==> src/rtl/bridge_rx.sv <==
// bridge_rx: parses ASCII R/W commands from the UART byte stream and issues
// single-cycle register-bus transactions.
module bridge_rx (
    input  logic        clk,
    input  logic        rst_n,
    input  logic [7:0]  data_i,
    input  logic        valid_i,
    output logic [15:0] addr_o,
    output logic [15:0] wdata_o,
    output logic        rw_o,
    output logic        valid_o
);
    localparam logic [1:0] IDLE = 2'd0, ADDR = 2'd1, DATA = 2'd2, TERM = 2'd3;
    logic [1:0]  state, cnt;
    logic [15:0] abuf, dbuf;
    logic        rw_q, is_dig, is_hex, is_term, is_cmd;
    logic [3:0]  nib;
    always_comb begin
        is_dig  = data_i >= 8'h30 && data_i <= 8'h39;
        is_hex  = is_dig || (data_i >= 8'h41 && data_i <= 8'h46) || (data_i >= 8'h61 && data_i <= 8'h66);
        // letters A-F/a-f have low nibble 1..6, so adding 9 yields 10..15
        nib     = is_dig ? data_i[3:0] : data_i[3:0] + 4'd9;
        is_term = data_i == 8'h0D || data_i == 8'h0A;
        is_cmd  = data_i == 8'h52 || data_i == 8'h57;
    end
    always_ff @(posedge clk or negedge rst_n) begin
        if (!rst_n) begin
            state   <= IDLE;
            cnt     <= 2'd0;
            abuf    <= 16'h0;
            dbuf    <= 16'h0;
            rw_q    <= 1'b0;
            addr_o  <= 16'h0;
            wdata_o <= 16'h0;
            rw_o    <= 1'b0;
            valid_o <= 1'b0;
        end else begin
            valid_o <= 1'b0;
            if (valid_i) begin
                if (is_cmd) begin
                    state <= ADDR;
                    rw_q  <= data_i == 8'h57;
                    cnt   <= 2'd0;
                    abuf  <= 16'h0;
                    dbuf  <= 16'h0;
                end else begin
                    case (state)
                        ADDR: if (is_hex) begin
                            abuf <= {abuf[11:0], nib};
                            cnt  <= cnt + 2'd1;
                            if (cnt == 2'd3) state <= rw_q ? DATA : TERM;
                        end else state <= IDLE;
                        DATA: if (is_hex) begin
                            dbuf <= {dbuf[11:0], nib};
                            cnt  <= cnt + 2'd1;
                            if (cnt == 2'd3) state <= TERM;
                        end else state <= IDLE;
                        TERM: begin
                            state <= IDLE;
                            if (is_term) begin
                                addr_o  <= abuf;
                                wdata_o <= rw_q ? dbuf : 16'h0;
                                rw_o    <= rw_q;
                                valid_o <= 1'b1;
                            end
                        end
                        default: state <= IDLE;
                    endcase
                end
            end
        end
    end
endmodule

==> config.mk <==
export PLATFORM = sky130hd
export DESIGN_NAME = bridge_rx
export DESIGN_NICKNAME = d
export VERILOG_FILES = /design/src/rtl/bridge_rx.sv
export SDC_FILE = /design/constraint.sdc
export NUM_CORES = 1
export LEC_CHECK = 0
export CAP_MARGIN = 20
export CORE_MARGIN = 1.5
export CORE_UTILIZATION = 54
export DETAILED_ROUTE_END_ITERATION = 10
export MAX_ROUTING_LAYER = met4
export PLACE_DENSITY = 0.85
export SYNTH_ARGS = -nofsm -noshare
export SYNTH_HDL_FRONTEND = slang
export SYNTH_SLANG_ARGS = --single-unit
==> constraint.sdc <==
create_clock -name clk -period 2.12 [get_ports clk]
set_clock_uncertainty 0.2 [all_clocks]
set_input_delay 0.212 -clock clk [delete_from_list [all_inputs] [get_ports clk]]
set_output_delay 0.212 -clock clk [all_outputs]
set_load 0.1 [all_outputs]
# [Word-level counts from Yosys, hierarchy flattened]
# Cells that the tools add are included.
[word_totals] regBits=71 elab_cells=68 input_bits=11 out_inout_bits=34
[classes] n_mux=22 n_bitwise=1 order_cmp=6 addsub=2 reduce_logical=18 n_eq_ne=10
[ops] operator="$mux 16" count=7
[ops] operator="$eq 8x4->1 const B" count=2
[ops] operator="$eq 8x7->1 const B" count=2
[ops] operator="$ge 8x7->1 const B" count=2
[ops] operator="$le 8x7->1 const B" count=2
[ops] operator="$mux 2" count=8
[ops] operator="$reduce_and 3->1" count=4
[ops] operator="$ge 8x6->1 const B" count=1
[ops] operator="$le 8x6->1 const B" count=1
[ops] operator="$ne 4x4->1 const B" count=2
[ops] operator="$reduce_bool 2->1" count=4
[ops] operator="$eq 2x2->1 const B" count=3
[ops] operator="$mux 1" count=5
[ops] operator="$add 4x4->4 const B" count=1
[ops] operator="$logic_or 1x1->1" count=4
[ops] operator="$mux 4" count=1
[ops] operator="$pmux 2 s2" count=1
[ops] operator="$reduce_and 4->1" count=1
[ops] operator="$logic_and 1x1->1" count=3
[ops] operator="$add 2x1->2 const B" count=1
[ops] operator="$eq 2x1->1 const B" count=1
[ops] operator="$reduce_and 2->1" count=1
[ops] operator="$reduce_or 2->1" count=1
[ops] operator="$not 1->1" count=1

# [Longest topological paths before layout]
[logic_depth] ltp_word=7 mapped_depth=9

# [Worst setup path after synthesis]
# Ideal clock, no wire load.
[synth_path] kind="input-to-reg" start="input data_i[0]" end="register abuf[0]" arrival_ns=1.639 slack_ns=0.157 stages=7 required_time_ns=1.795 cell_sequence="inv_1 > ha_1 > inv_1 > o311ai_1 > a21oi_2 > nor2_2 > mux2_2"
[synth_between] elab_chain_len=6 elab_cells_between_ends=22 classes_between="add/sub (1); order compare (6); eq/ne (2); mux (4); reduce/logical (9)"
[synth_lines] element="from (decl)" line="6" text="input logic [7:0] data_i,"
[synth_lines] element="$ge 8x6->1, or another cell as far along" line="19" text="is_dig = data_i >= 8'h30 && data_i <= 8'h39;"
[synth_lines] element="$logic_and 1x1->1 (on tied branches)" line="19, 20"
[synth_lines] element="$mux 4 / $logic_or 1x1->1 (equally long branches)" line="22, 20"
[synth_lines] element="$mux 16 / $logic_or 1x1->1 (equally long branches)" line="48, 20"
[synth_lines] element="$mux 16 / $reduce_bool 2->1 (equally long branches)"
[synth_lines] element="$mux 16 / $reduce_and 3->1 (equally long branches)"
[synth_lines] element="to (signal assigned)" line="49" text="abuf <= {abuf[11:0], nib};"
[synth_lines] element="to (decl)" line="15" text="logic [15:0] abuf, dbuf;"
# Parallel ways exist; a longest one is shown, timed or not. The select of a mux whose other input is x is not followed.
# A chain may end at the register's enable or synchronous reset.

# [Final worst setup path]
[layout_path] start="input valid_i" end="register dbuf[3]"
[layout_between] elab_chain_len=1
[layout_lines] element="from (decl)" line="7" text="input logic valid_i,"
[layout_lines] element="$reduce_and 3->1 (no line)"
[layout_lines] element="to (signal assigned)" line="54" text="dbuf <= {dbuf[11:0], nib};"
[layout_lines] element="to (decl)" line="15"
# Every way passes these cells.

==> metrics <==
routed length per placed instance 13.3 um; origin of the critical flop-to-flop path state[0]; worst setup path startpoint valid_i; post-synthesis cell type with the largest combined area dfrtp_1; most common cell after layout, fill and taps aside nand2_1; number of cell rows 27; final instance area 0.00405 mm2; via count of the first global-routing pass 2437; Post-DP HPWL 4410 um; final setup violation count 0; share of total power consumed by net switching 23.8%; Final Hold Vio Count 0; outcome completed; Layout Nets 426; Antenna Cells 0; area added between synthesis and finish 27.4%; WP data required 2.17 ns; most area-consuming cells after synthesis dfrtp_1 56%, nand2_1 16%, o21ai_0 3.9%, ha_1 3.1%, nand3_1 2.5%; area of the die 0.00636 mm2; Starting Density 56.7%; worst max-slew margin expressed relative to the limit 73.0%; fmax 0.498 GHz; total number of yosys warnings 0; Via-to-Cell Ratio 5.19; maximum net fanout on the critical path 4; number of iterations in the first detailed-routing pass 4; max cap viols 0; placed standard-cell area 0.00379 mm2; post-route fraction of the period consumed by the critical path 94.7%; clock root cell clkbuf_8; share of synthesized area occupied by flip-flops and latches 55.9%; core utilization of the finished layout 72.2%; global-route wire length before repair 11400 um; DRT iter0 DRCs 208; H-tree lvl count 3; number of buffers created by CTS 9; DRC violations left 0; Pleak 2.11 nW; routed vias 2511; portion of synthesized cell area occupied by the leading cell type 55.9%; io pins 45; synthesized netlist net count 357; Flop pwr share 51.8%; final weighted congestion in routability-driven placement 0.805; gr usage total 24.0%; post-synthesis register bit count 71; P_sw 0.679 mW; type of destination of the critical path flop; final global-route overflow total 0; power density cells 705 mW/mm2; clock sink count 71; count of port buffers added during placement 44; area of the multi-input gates 0.00130 mm2; max-slew violations 0; hold crit path type in2async; Avg Cell Area, Syn 9.41 um2; maximum number of pins on one net before global-route repair 72; worst hold slack 0.216 ns; x dimension of the die 79.7 um; clock share of power 39.9%; setup tns final 0 ns; Worst Path Class, Setup in2reg; unrepaired setup endpoints after global routing false; DIE HEIGHT 79.7 um; maximum vdd ir drop 0.572 mV; count of placed standard cells including taps 466; DRT antenna net count 0; Std-Cell Core Area 0.00561 mm2; final instance count without filler cells 484; power share of the combinational group 8.3%; leading cell types in the layout, fill and taps excluded 136 x nand2_1, 71 x dfrtp_1, 62 x buf_4, 25 x o21ai_0, 16 x nand3_1; time the final worst path needs with I/O delays and setup 2.01 ns; final-layout fill cell count 407; number of distinct library cell variants in the gate-level netlist after synthesis 37; number of buffers on the longest clock path 2; Post-Route WL 6460 um; Synth Instances 338; R2R depth 7; TritonCTS clock tree yes; number of antenna violations at the first check in global routing 0; crit start category primary input; sequential standard cell area 0.00178 mm2; worst-margin pin slew 0.405 ns; clk slew on worst S/H paths 0.07 ns; Internal Pwr Total 2.18 mW; share of layout cells above drive strength 1 24.5%; arrival time at the worst endpoint 2.06 ns; area of the mapped netlist 0.00318 mm2; clock latency on the worst-skew pair 0.34 ns
-- path summary, 6_finish.rpt --
path | to | slack, ns
max | dbuf[3] | 0.11
min | addr_o[14] | 0.22
max reg2reg | wdata_o[3] | 0.19
min reg2reg | wdata_o[11] | 0.27
max in group asynchronous | wdata_o[13] | 1.22
min in group clk | wdata_o[11] | 0.27
-- cells in the mapped netlist --
cell,count
nor3b_1,1
o21ai_0,25
o31ai_1,2
a211o_1,1
ha_1,8
or3_1,2
mux2i_1,6
nand3b_1,3
nand2b_1,1
nand3_1,16
o21bai_1,1
nor3_1,2
mux2_2,6
dfrtp_1,71
a21oi_2,2
buf_6,2
nor2_2,2
inv_1,8
buf_2,14
inv_2,1
a211oi_1,1
or3_4,1
a21oi_1,4
nor2_1,6
mux2_4,1
a21boi_0,1
o211ai_1,1
o311ai_1,1
a2111oi_4,1
o21ai_1,3
nor4b_2,1
a21o_1,1
nand4bb_1,2
nand2_1,136
and2_1,1
clkbuf_1,2
a211oi_2,1
-- sequential cells by signal (all words and copies together), names as in the netlist --
register and cells:
abuf 16, addr_o 16, dbuf 16, wdata_o 16
cnt 2, state 2, rw_o 1, rw_q 1
valid_o 1
-- cell type report --
| class | instances | share of cell area, % |
|---|---|---|
| timing repair buffer | 76 | 15.7 |
| clock inverter | 4 | 1.27 |
| sequential | 71 | 43.9 |
| multi-input combinational | 240 | 32.1 |
| inverter | 9 | 0.834 |
| clock buffer | 12 | 4.08 |
| tap | 72 | 2.22 |
-- through the flow --
| stage | setup slack [ns] | total power, mW |
|---|---|---|
| finish | 0.113 | 2.85 |
| global route | 0.0611 | 2.97 |
| CTS | 0.00295 | 2.88 |
| detailed placement | -0.377 | 1.74 |
| global placement | -0.270 | 1.72 |
| floorplan | 0.157 | 1.62 |
-- what timing repair did --
action                     CTS  global route
buffers inserted             1             0
pin swaps                    1             2
resized for setup            1             7
hold buffers                 1             0
setup endpoints to repair    4            59
hold endpoints to repair    71             0
-- kinds of logic after synthesis --
kind of cell | share of synthesized area, %
flip-flops | 55.9
AO/OA/AOI/OAI | 9.05
AND/OR/NAND/NOR | 23.2
buffers and inverters | 4.21
multiplexers | 4.48
adder cells (fa/ha/maj) | 3.15
-- power groups by stage --
stage / registers (mW) / logic [mW] / clock network (mW)
after global placement: 1.50 / 0.222 / 0
after detailed placement: 1.50 / 0.233 / 0
after global routing: 1.49 / 0.268 / 1.21
after floorplan: 1.49 / 0.131 / 0
final: 1.48 / 0.236 / 1.14
after CTS: 1.48 / 0.239 / 1.16
-- critical path, cell delays in order --
cell	delay, ns
clkdlybuf4s50_1	0.49
inv_2	0.06
buf_4	0.14
or3_4	0.39
a211oi_4	0.34
nor2_4	0.09
buf_4	0.15
mux2i_1	0.19
-- routing by layer --
metal / global-route usage (%) / part of all wire, % / up-vias
met2: 38.6 / 50 / 74
met3: 4.91 / 5.2 / 10
met4: 9.83 / 1.8 / 0
li1: - / - / 1242
met5: - / 0 / -
met1: 29.9 / 43 / 1185
Power figures use the tool's default switching activity.
